<file path="config.mk">
export PLATFORM = sky130hd
export DESIGN_NAME = oka_split_mul
export DESIGN_NICKNAME = d
export VERILOG_FILES = /design/src/rtl/oka_pkg.sv /design/src/rtl/gf2_mul_half.sv /design/src/rtl/oka_split_mul.sv
export SDC_FILE = /design/constraint.sdc
export NUM_CORES = 1
export LEC_CHECK = 0
export CAP_MARGIN = 20
export CORE_ASPECT_RATIO = 1.4
export CORE_MARGIN = 3
export CORE_UTILIZATION = 50
export DETAILED_ROUTE_END_ITERATION = 16
export GPL_ROUTABILITY_DRIVEN = 0
export HOLD_SLACK_MARGIN = 0.02
export PLACE_DENSITY_LB_ADDON = 0.25
export SLEW_MARGIN = 5
export SYNTH_ARGS = -nofsm -noshare
export SYNTH_HDL_FRONTEND = slang
export SYNTH_SLANG_ARGS = --single-unit
</file>
<file path="constraint.sdc">
create_clock -name clk -period 3.9 [get_ports clk]
set_input_delay 0.585 -clock clk [delete_from_list [all_inputs] [get_ports clk]]
set_output_delay 0.585 -clock clk [all_outputs]
set_load 0.03 [all_outputs]
</file>
<file path="src/rtl/oka_pkg.sv">
`default_nettype none
// ============================================================================
// Module  : oka_pkg
// Purpose : Shared types and constants for the split carry-less multiplier.
// Revision: 1.0 - initial release
// ============================================================================
package oka_pkg;

    typedef enum logic [1:0] {
        IDLE = 2'd0,
        MUL  = 2'd1,
        DONE = 2'd2
    } state_t;

    // Phase encoding: bit 1 selects the odd half of A, bit 0 the odd half of B.
    localparam logic [1:0] PH_EE = 2'd0;
    localparam logic [1:0] PH_EO = 2'd1;
    localparam logic [1:0] PH_OE = 2'd2;
    localparam logic [1:0] PH_OO = 2'd3;

    function automatic int prod_w(input int n);
        return 2 * n - 1;
    endfunction

endpackage
`default_nettype wire

</file>
<file path="src/rtl/gf2_mul_half.sv">
`default_nettype none
// ============================================================================
// Module  : gf2_mul_half
// Purpose : Combinational schoolbook carry-less multiplier, H x H -> 2H-1 bits.
// Revision: 1.0 - initial release
// ============================================================================
module gf2_mul_half #(
    parameter int H = 2
) (
    input  logic [H-1:0]   i_a,
    input  logic [H-1:0]   i_b,
    output logic [2*H-2:0] o_p
);

    always_comb begin
        o_p = '0;
        for (int i = 0; i < H; i++) begin
            for (int j = 0; j < H; j++) begin
                o_p[i+j] = o_p[i+j] ^ (i_a[i] & i_b[j]);
            end
        end
    end

endmodule
`default_nettype wire

</file>
<file path="src/rtl/oka_split_mul.sv">
`default_nettype none
// ============================================================================
// Module  : oka_split_mul
// Purpose : Carry-less N x N multiplier built from four even/odd half products
//           computed sequentially on one shared half-width multiplier.
// Revision: 1.0 - initial release
// ============================================================================
module oka_split_mul
    import oka_pkg::*;
#(
    parameter int N = 4
) (
    input  logic                 clk,
    input  logic                 rst_n,
    input  logic                 in_valid,
    output logic                 in_ready,
    input  logic [N-1:0]         a,
    input  logic [N-1:0]         b,
    output logic                 out_valid,
    input  logic                 out_ready,
    output logic [prod_w(N)-1:0] p,
    output logic                 busy
);

    localparam int H  = N / 2;
    localparam int PW = prod_w(N);
    localparam int SW = N - 1;

    generate
        if ((N % 2) != 0 || N < 4) begin : g_n_check
            $error("oka_split_mul: N must be even and at least 4");
        end
    endgenerate

    state_t        r_state, w_state_nxt;
    logic [1:0]    r_phase;
    logic [N-1:0]  r_a, r_b;
    logic [PW-1:0] r_acc;
    logic          r_out_valid;

    logic [H-1:0]  w_ae, w_ao, w_be, w_bo;
    logic [H-1:0]  w_op_a, w_op_b;
    logic [SW-1:0] w_sub;
    logic [PW-1:0] w_spread, w_place;
    logic [1:0]    w_off;

    generate
        for (genvar i = 0; i < H; i++) begin : g_split
            assign w_ae[i] = r_a[2*i];
            assign w_ao[i] = r_a[2*i+1];
            assign w_be[i] = r_b[2*i];
            assign w_bo[i] = r_b[2*i+1];
        end
    endgenerate

    assign w_op_a = (r_phase == PH_OE || r_phase == PH_OO) ? w_ao : w_ae;
    assign w_op_b = (r_phase == PH_EO || r_phase == PH_OO) ? w_bo : w_be;

    gf2_mul_half #(.H(H)) u_mul (
        .i_a (w_op_a),
        .i_b (w_op_b),
        .o_p (w_sub)
    );

    // Half-product coefficient i lands on bit 2i, then shifts by the parity sum.
    always_comb begin
        w_spread = '0;
        for (int i = 0; i < SW; i++) begin
            w_spread[2*i] = w_sub[i];
        end
        case (r_phase)
            PH_EE:        w_off = 2'd0;
            PH_EO, PH_OE: w_off = 2'd1;
            default:      w_off = 2'd2;
        endcase
        w_place = w_spread << w_off;
    end

    always_comb begin
        w_state_nxt = r_state;
        case (r_state)
            IDLE:    if (in_valid) w_state_nxt = MUL;
            MUL:     if (r_phase == PH_OO) w_state_nxt = DONE;
            DONE:    if (out_ready) w_state_nxt = IDLE;
            default: w_state_nxt = IDLE;
        endcase
    end

    always_ff @(posedge clk or negedge rst_n) begin
        if (!rst_n) begin
            r_state     <= IDLE;
            r_phase     <= PH_EE;
            r_a         <= '0;
            r_b         <= '0;
            r_acc       <= '0;
            r_out_valid <= 1'b0;
        end else begin
            r_state     <= w_state_nxt;
            r_out_valid <= (w_state_nxt == DONE);
            case (r_state)
                IDLE: begin
                    if (in_valid) begin
                        r_a     <= a;
                        r_b     <= b;
                        r_acc   <= '0;
                        r_phase <= PH_EE;
                    end
                end
                MUL: begin
                    r_acc   <= r_acc ^ w_place;
                    r_phase <= r_phase + 2'd1;
                end
                default: ;
            endcase
        end
    end

    assign in_ready  = (r_state == IDLE);
    assign busy      = (r_state != IDLE);
    assign out_valid = r_out_valid;
    assign p         = r_acc;

endmodule
`default_nettype wire

</file>
Word level (Yosys, flattened, before mapping) --
Cells that the tools add are included.
Storage, ports and cells: output and inout port bits 10, register bits 20, logic and storage cells 41
Cells by class: reduce and logical (&&, ||, !) cells 9, eq/ne operators 7, multiplexer cells 11, shifts and indexed selects 1, bitwise logic cells 6, add/sub/neg operators 1
Operators by type and width (count):
- one-hot mux 7 bit (2 select lines) | 1
- 2-to-1 mux 2 bit | 6
- == test 2 bit (second input constant) | 4
- one-hot mux 2 bit (2 select lines) | 2
- 2-to-1 mux 7 bit | 1
- left shift 5 x 2 -> 7 bit | 1
- XOR 7 bit | 1
- one-hot mux 2 bit (3 select lines) | 1
- bitwise AND 1 bit | 4
- == test 2 x 1 -> 1 bit (second input constant) | 2
- zero test 2 bit | 2
- AND reduction 2 bit | 2
- nonzero test 2 bit | 2
- adder 2 x 1 -> 2 bit (second input constant) | 1
- logical OR 1 bit | 2
- != test 2 bit (second input constant) | 1
- OR reduction 2 bit | 1
- XOR 1 bit | 1

Depth between registers and ports, before layout --
depth after elaboration 8, gate-level depth with buffers 7

By module --
Synthesis repeated with hierarchy kept, for this count alone.
Unflattened totals: cells, all modules 86, area total of the unflattened synthesis 1023.5 um^2
By module, submodules not included:
- oka_split_mul | seq. area each 500.5 um^2, cells an instance 81, area an instance 993.5 um^2, instances 1
- gf2_mul_half | seq. area each 0.0 um^2, cells an instance 5, area an instance 30.0 um^2, instances 1

Worst setup path after synthesis --
OpenSTA, ideal clock, no wires.
path kind register to register, start point register r_phase[0], end point register r_acc[5], in the netlist p[5], slack 1.852 ns, clock period less this slack 2.048 ns, arrival 1.966 ns, setup time 0.081 ns, cell stages (with the launch flop) 7, data required time 3.819 ns, cells stage by stage dfrtp_1 -> ha_1 -> or3b_1 -> a22oi_2 -> xnor2_1 -> a2111oi_2 -> mux2i_1
On the way: word-level cells in the longest chain between the ends 8
Ends and longest elaborated chain:
- start, declared | line oka_split_mul.sv:36 | logic [1:0] r_phase;
- start signal, assigned | line oka_split_mul.sv:111 | r_phase <= r_phase + 2'd1;
- == test 2 bit, or another cell as far along | line oka_split_mul.sv:56, oka_split_mul.sv:71
- logical OR 1 bit (on tied branches) | line oka_split_mul.sv:56, oka_split_mul.sv:57
- 2-to-1 mux 2 bit (on tied branches) | line oka_split_mul.sv:56, oka_split_mul.sv:57
- bitwise AND 1 bit | line gf2_mul_half.sv:19 | o_p[i+j] = o_p[i+j] ^ (i_a[i] & i_b[j]);
- XOR 1 bit | line gf2_mul_half.sv:19
- left shift 5 x 2 -> 7 bit * | line oka_split_mul.sv:76 | w_place = w_spread << w_off;
- XOR 7 bit * | line oka_split_mul.sv:110 | r_acc <= r_acc ^ w_place;
- one-hot mux 7 bit (2 select lines) * | line oka_split_mul.sv:100 | case (r_state)
- end signal, assigned | line oka_split_mul.sv:110
- end, declared | line oka_split_mul.sv:38 | logic [PW-1:0] r_acc;
Every way passes the cells marked *; elsewhere a longest branch is shown, timed or not. A chain may end at the register's enable or synchronous reset.

Worst setup path in the final report --
Ends and elaborated chain as after synthesis.

==> PnR_summary.wiki <==
{| class="wikitable"
! Metric !! Value
|-
| Outcome || complete, no violations
|-
| Share of power burned in combinational logic || 56.7%
|-
| Cell area after synthesis || 1010 µm²
|-
| Antenna Nets Post-Route || 0
|-
| Largest buffer count on any clock path || 2
|-
| Worst Path Required || 4.14 ns
|-
| Clk_lat worst skew || 0.31 ns
|-
| Detailed-route wire length per cell || 14.2 µm
|-
| Startpoint of the most critical hold path || p[6]
|-
| Mean cell area of the mapped netlist || 11.0 µm²
|-
| Largest stage delay, worst path || 0.49 ns
|-
| Launching element of the worst setup path || r_phase[0]
|-
| RSZ-0062 raised after global routing || no
|-
| Cell types occupying the most area after synthesis || dfrtp_1, mux2_2, mux2i_1, nand2_1, ha_1
|-
| Fraction of layout cells with a size suffix above 1 || 13.0%
|-
| Total Die Area || 2600 µm²
|-
| Remaining global-route overflow || 0
|-
| Setup bufs post-CTS || 0
|-
| Total number of nets in the final design || 131
|-
| DRC || 0
|-
| Violation count after the first detailed-routing iteration || 22
|-
| Proportion of synthesized chip area in sequential cells || 49.6%
|-
| Crit Path Category || flop to flop
|-
| Global-route wire length before repair || 3390 µm
|-
| Number of clock sinks seen by CTS || 20
|-
| Net switching power of the design || 0.490 mW
|-
| Worst-path maximum fanout || 17
|-
| Sequence of cells on the critical path || ha_1 > or3b_1 > a22oi_2 > xnor2_1 > a2111oi_2 > mux2i_1
|-
| Crit path arrival time || 2.65 ns
|-
| Routed WL || 1910 µm
|-
| Number of hold buffers added after cts || 0
|-
| Post-route insts no fill || 135
|-
| Final min period || 2.41 ns
|-
| Worst setup SP type || flop
|-
| Setup TNS || 0 ns
|-
| First-pass detailed-route iteration total || 4
|-
| Core Footprint || 1850 µm²
|-
| Number of flip-flops and latches in the synthesized netlist || 20
|-
| Number of vias per cell after detailed routing || 5.68
|-
| Cell Pwr Density || 895 nW/µm²
|-
| Number of max-slew violations in the final report || 0
|-
| Worst min-delay path category || flop to flop
|-
| Leakage dissipation || 0.576 nW
|-
| Number of clock buffers inserted by TritonCTS || 3
|-
| Number of instances in the placed design || 131
|-
| Flop2flop setup slack || 1.49 ns
|-
| Post-layout util || 68.8%
|-
| Number of antenna diodes || 0
|-
| Delay-heaviest family, CP || compound AO/OA/AOI/OAI gates
|-
| Clk root buf || clkbuf_4
|-
| IR drop worst, VDD || 0.514 mV
|-
| Tightest Pin Transition || 0.851 ns
|-
| Max-cap viol count || 0
|-
| Register share of total power || 32.7%
|-
| Final setup violation count || 0
|-
| Switching power as a share of total power || 43.1%
|-
| Clock share of power || 10.7%
|-
| GRT Resource Usage Total || 17.9%
|-
| Via count of the first global-routing pass || 809
|-
| Final hold vios || 0
|-
| Effective utilization at floorplan || 54.6%
|-
| CTS H-tree depth || 1
|-
| Largest area contributor in the netlist || dfrtp_1
|-
| Total number of yosys warnings || 0
|-
| Number of primary I/O pins || 22
|-
| Worst slack on hold paths || 0.473 ns
|-
| Worst Setup End Kind || flop
|-
| Floorplan die height || 59.1 µm
|-
| Achievable Freq || 0.415 GHz
|-
| Net count after synthesis || 107
|-
| Clock slew seen by the registers of the worst setup and hold paths || 0.11 ns
|-
| Area growth from synthesis to layout || 26.1%
|-
| Crit share post-route || 61.8%
|-
| Number of vias after detailed routing || 767
|-
| Headroom to the max-slew limit || 43.1%
|-
| Instance count of the mapped netlist || 92
|-
| Quantity of I/O buffers inserted on ports || 21
|-
| Antenna violations before repair || 0
|-
| Worst reg2reg startpoint || r_phase[0]
|-
| Maximum number of pins on one net before global-route repair || 21
|-
| Clock tree from TritonCTS || yes
|-
| Horizontal die dimension || 44.0 µm
|-
| Site Rows || 18
|-
| Post-cts resize count || 0
|-
| Post-DP HPWL || 1450 µm
|-
| Share of Yosys cell area claimed by the top area cell type || 49.6%
|-
| Worst clock skew on the final layout || 0.00363 ns
|-
| Distinct cell type count of the synthesized netlist || 28
|-
| Internal Dissipation || 0.647 mW
|-
| Worst path bufs/invs || 0
|-
| Max stage delay cell, worst path || or3b_1
|}
-- cell families after synthesis --
family / after synthesis / synth area share [%]
AOI/OAI and AO/OA: 18 / 13.3
buffers and inverters: 6 / 2.36
DFF: 20 / 49.6
adders and majority gates: 3 / 3.72
xor gates and xnor gates: 2 / 1.74
and+or+nand+nor: 28 / 13.4
muxes: 15 / 15.9
-- power by group through the flow --
stage | Clock (mW) | Sequential [mW] | Combinational (mW)
3_5_place_dp | 0 | 0.378 | 0.644
5_1_grt | 0.135 | 0.387 | 0.713
2_1_floorplan | 0 | 0.426 | 0.407
6_report | 0.121 | 0.372 | 0.645
4_1_cts | 0.125 | 0.372 | 0.651
3_3_place_gp | 0 | 0.371 | 0.622
-- through the flow --
| step | setup slack [ns] | area, µm² | power (mW) |
|---|---|---|---|
| 4_1_cts | 1.51 | 1270 | 1.15 |
| 3_3_place_gp | 1.64 | 1230 | 0.993 |
| 6_report | 1.49 | 1270 | 1.14 |
| 3_5_place_dp | 1.55 | 1230 | 1.02 |
| 5_1_grt | 1.28 | 1270 | 1.23 |
| 2_1_floorplan | 1.85 | 1010 | 0.833 |
-- registers in the layout, indices dropped and copies added (netlist names) --
register / flops
p: 7
r_phase: 2
r_b: 4
r_a: 4
r_state: 2
out_valid: 1
-- placed cells by master, fill, tap and decap left out, types with 2 or more instances in the layout --
| master | instances |
|---|---|
| a22oi_2 | 2 |
| clkbuf_4 | 3 |
| clkdlybuf4s50_1 | 21 |
| dfrtp_1 | 20 |
| ha_1 | 3 |
| inv_1 | 3 |
| mux2_2 | 7 |
| mux2i_1 | 7 |
| nand2_1 | 13 |
| nand3_1 | 2 |
| nor2_1 | 6 |
| o211ai_1 | 2 |
| o21ai_0 | 6 |
| o21ai_1 | 2 |
| or3b_1 | 4 |
-- synth_stat cells, drive strengths merged --
library cell	n
a2111oi	1
a211oi	1
a21o	1
a22o	1
a22oi	3
and2	1
buf	1
clkbuf	1
dfrtp	20
ha	3
inv	4
mux2	8
mux2i	7
nand2	13
nand2b	1
nand3	2
nor2	6
nor2b	1
o211ai	2
o21ai	8
o21bai	1
or3b	4
xnor2	1
xor2	1
-- area by class of cell --
class	instances	area [µm²]
well taps	20	25.0
fillers	160	576
inverters	4	15.0
multi-input cells	66	484
repair buffers	21	210
clock buffers	4	36.3
flip-flops and latches	20	500
-- metal layers --
metal,GRT usage [%],part of all wire [%],vias up
met4,13.8,4.8,0
met1,18.7,38,359
met3,2.74,4.4,11
met5,0,0,-
met2,31.0,52,24
li1,-,-,373
-- path summary, 6_finish.rpt --
path | to | cells past startpoint
max | p[5] | 6
min | p[6] | 1
max reg2reg | p[5] | 6
min reg2reg | p[6] | 1
max in group asynchronous | p[1] | 1
min in group asynchronous | r_state[1] | 1
-- worst reg2reg max path, delay by kind of cell, from the launching register on --
| family | cells | cell delay (ns) |
|---|---|---|
| AOI/OAI and AO/OA | 2 | 0.64 |
| adders and majority gates | 1 | 0.41 |
| and+or+nand+nor | 1 | 0.49 |
| DFF | 1 | 0.44 |
| xor gates and xnor gates | 1 | 0.13 |
| muxes | 1 | 0.22 |
(Power assumes the default switching activity.)
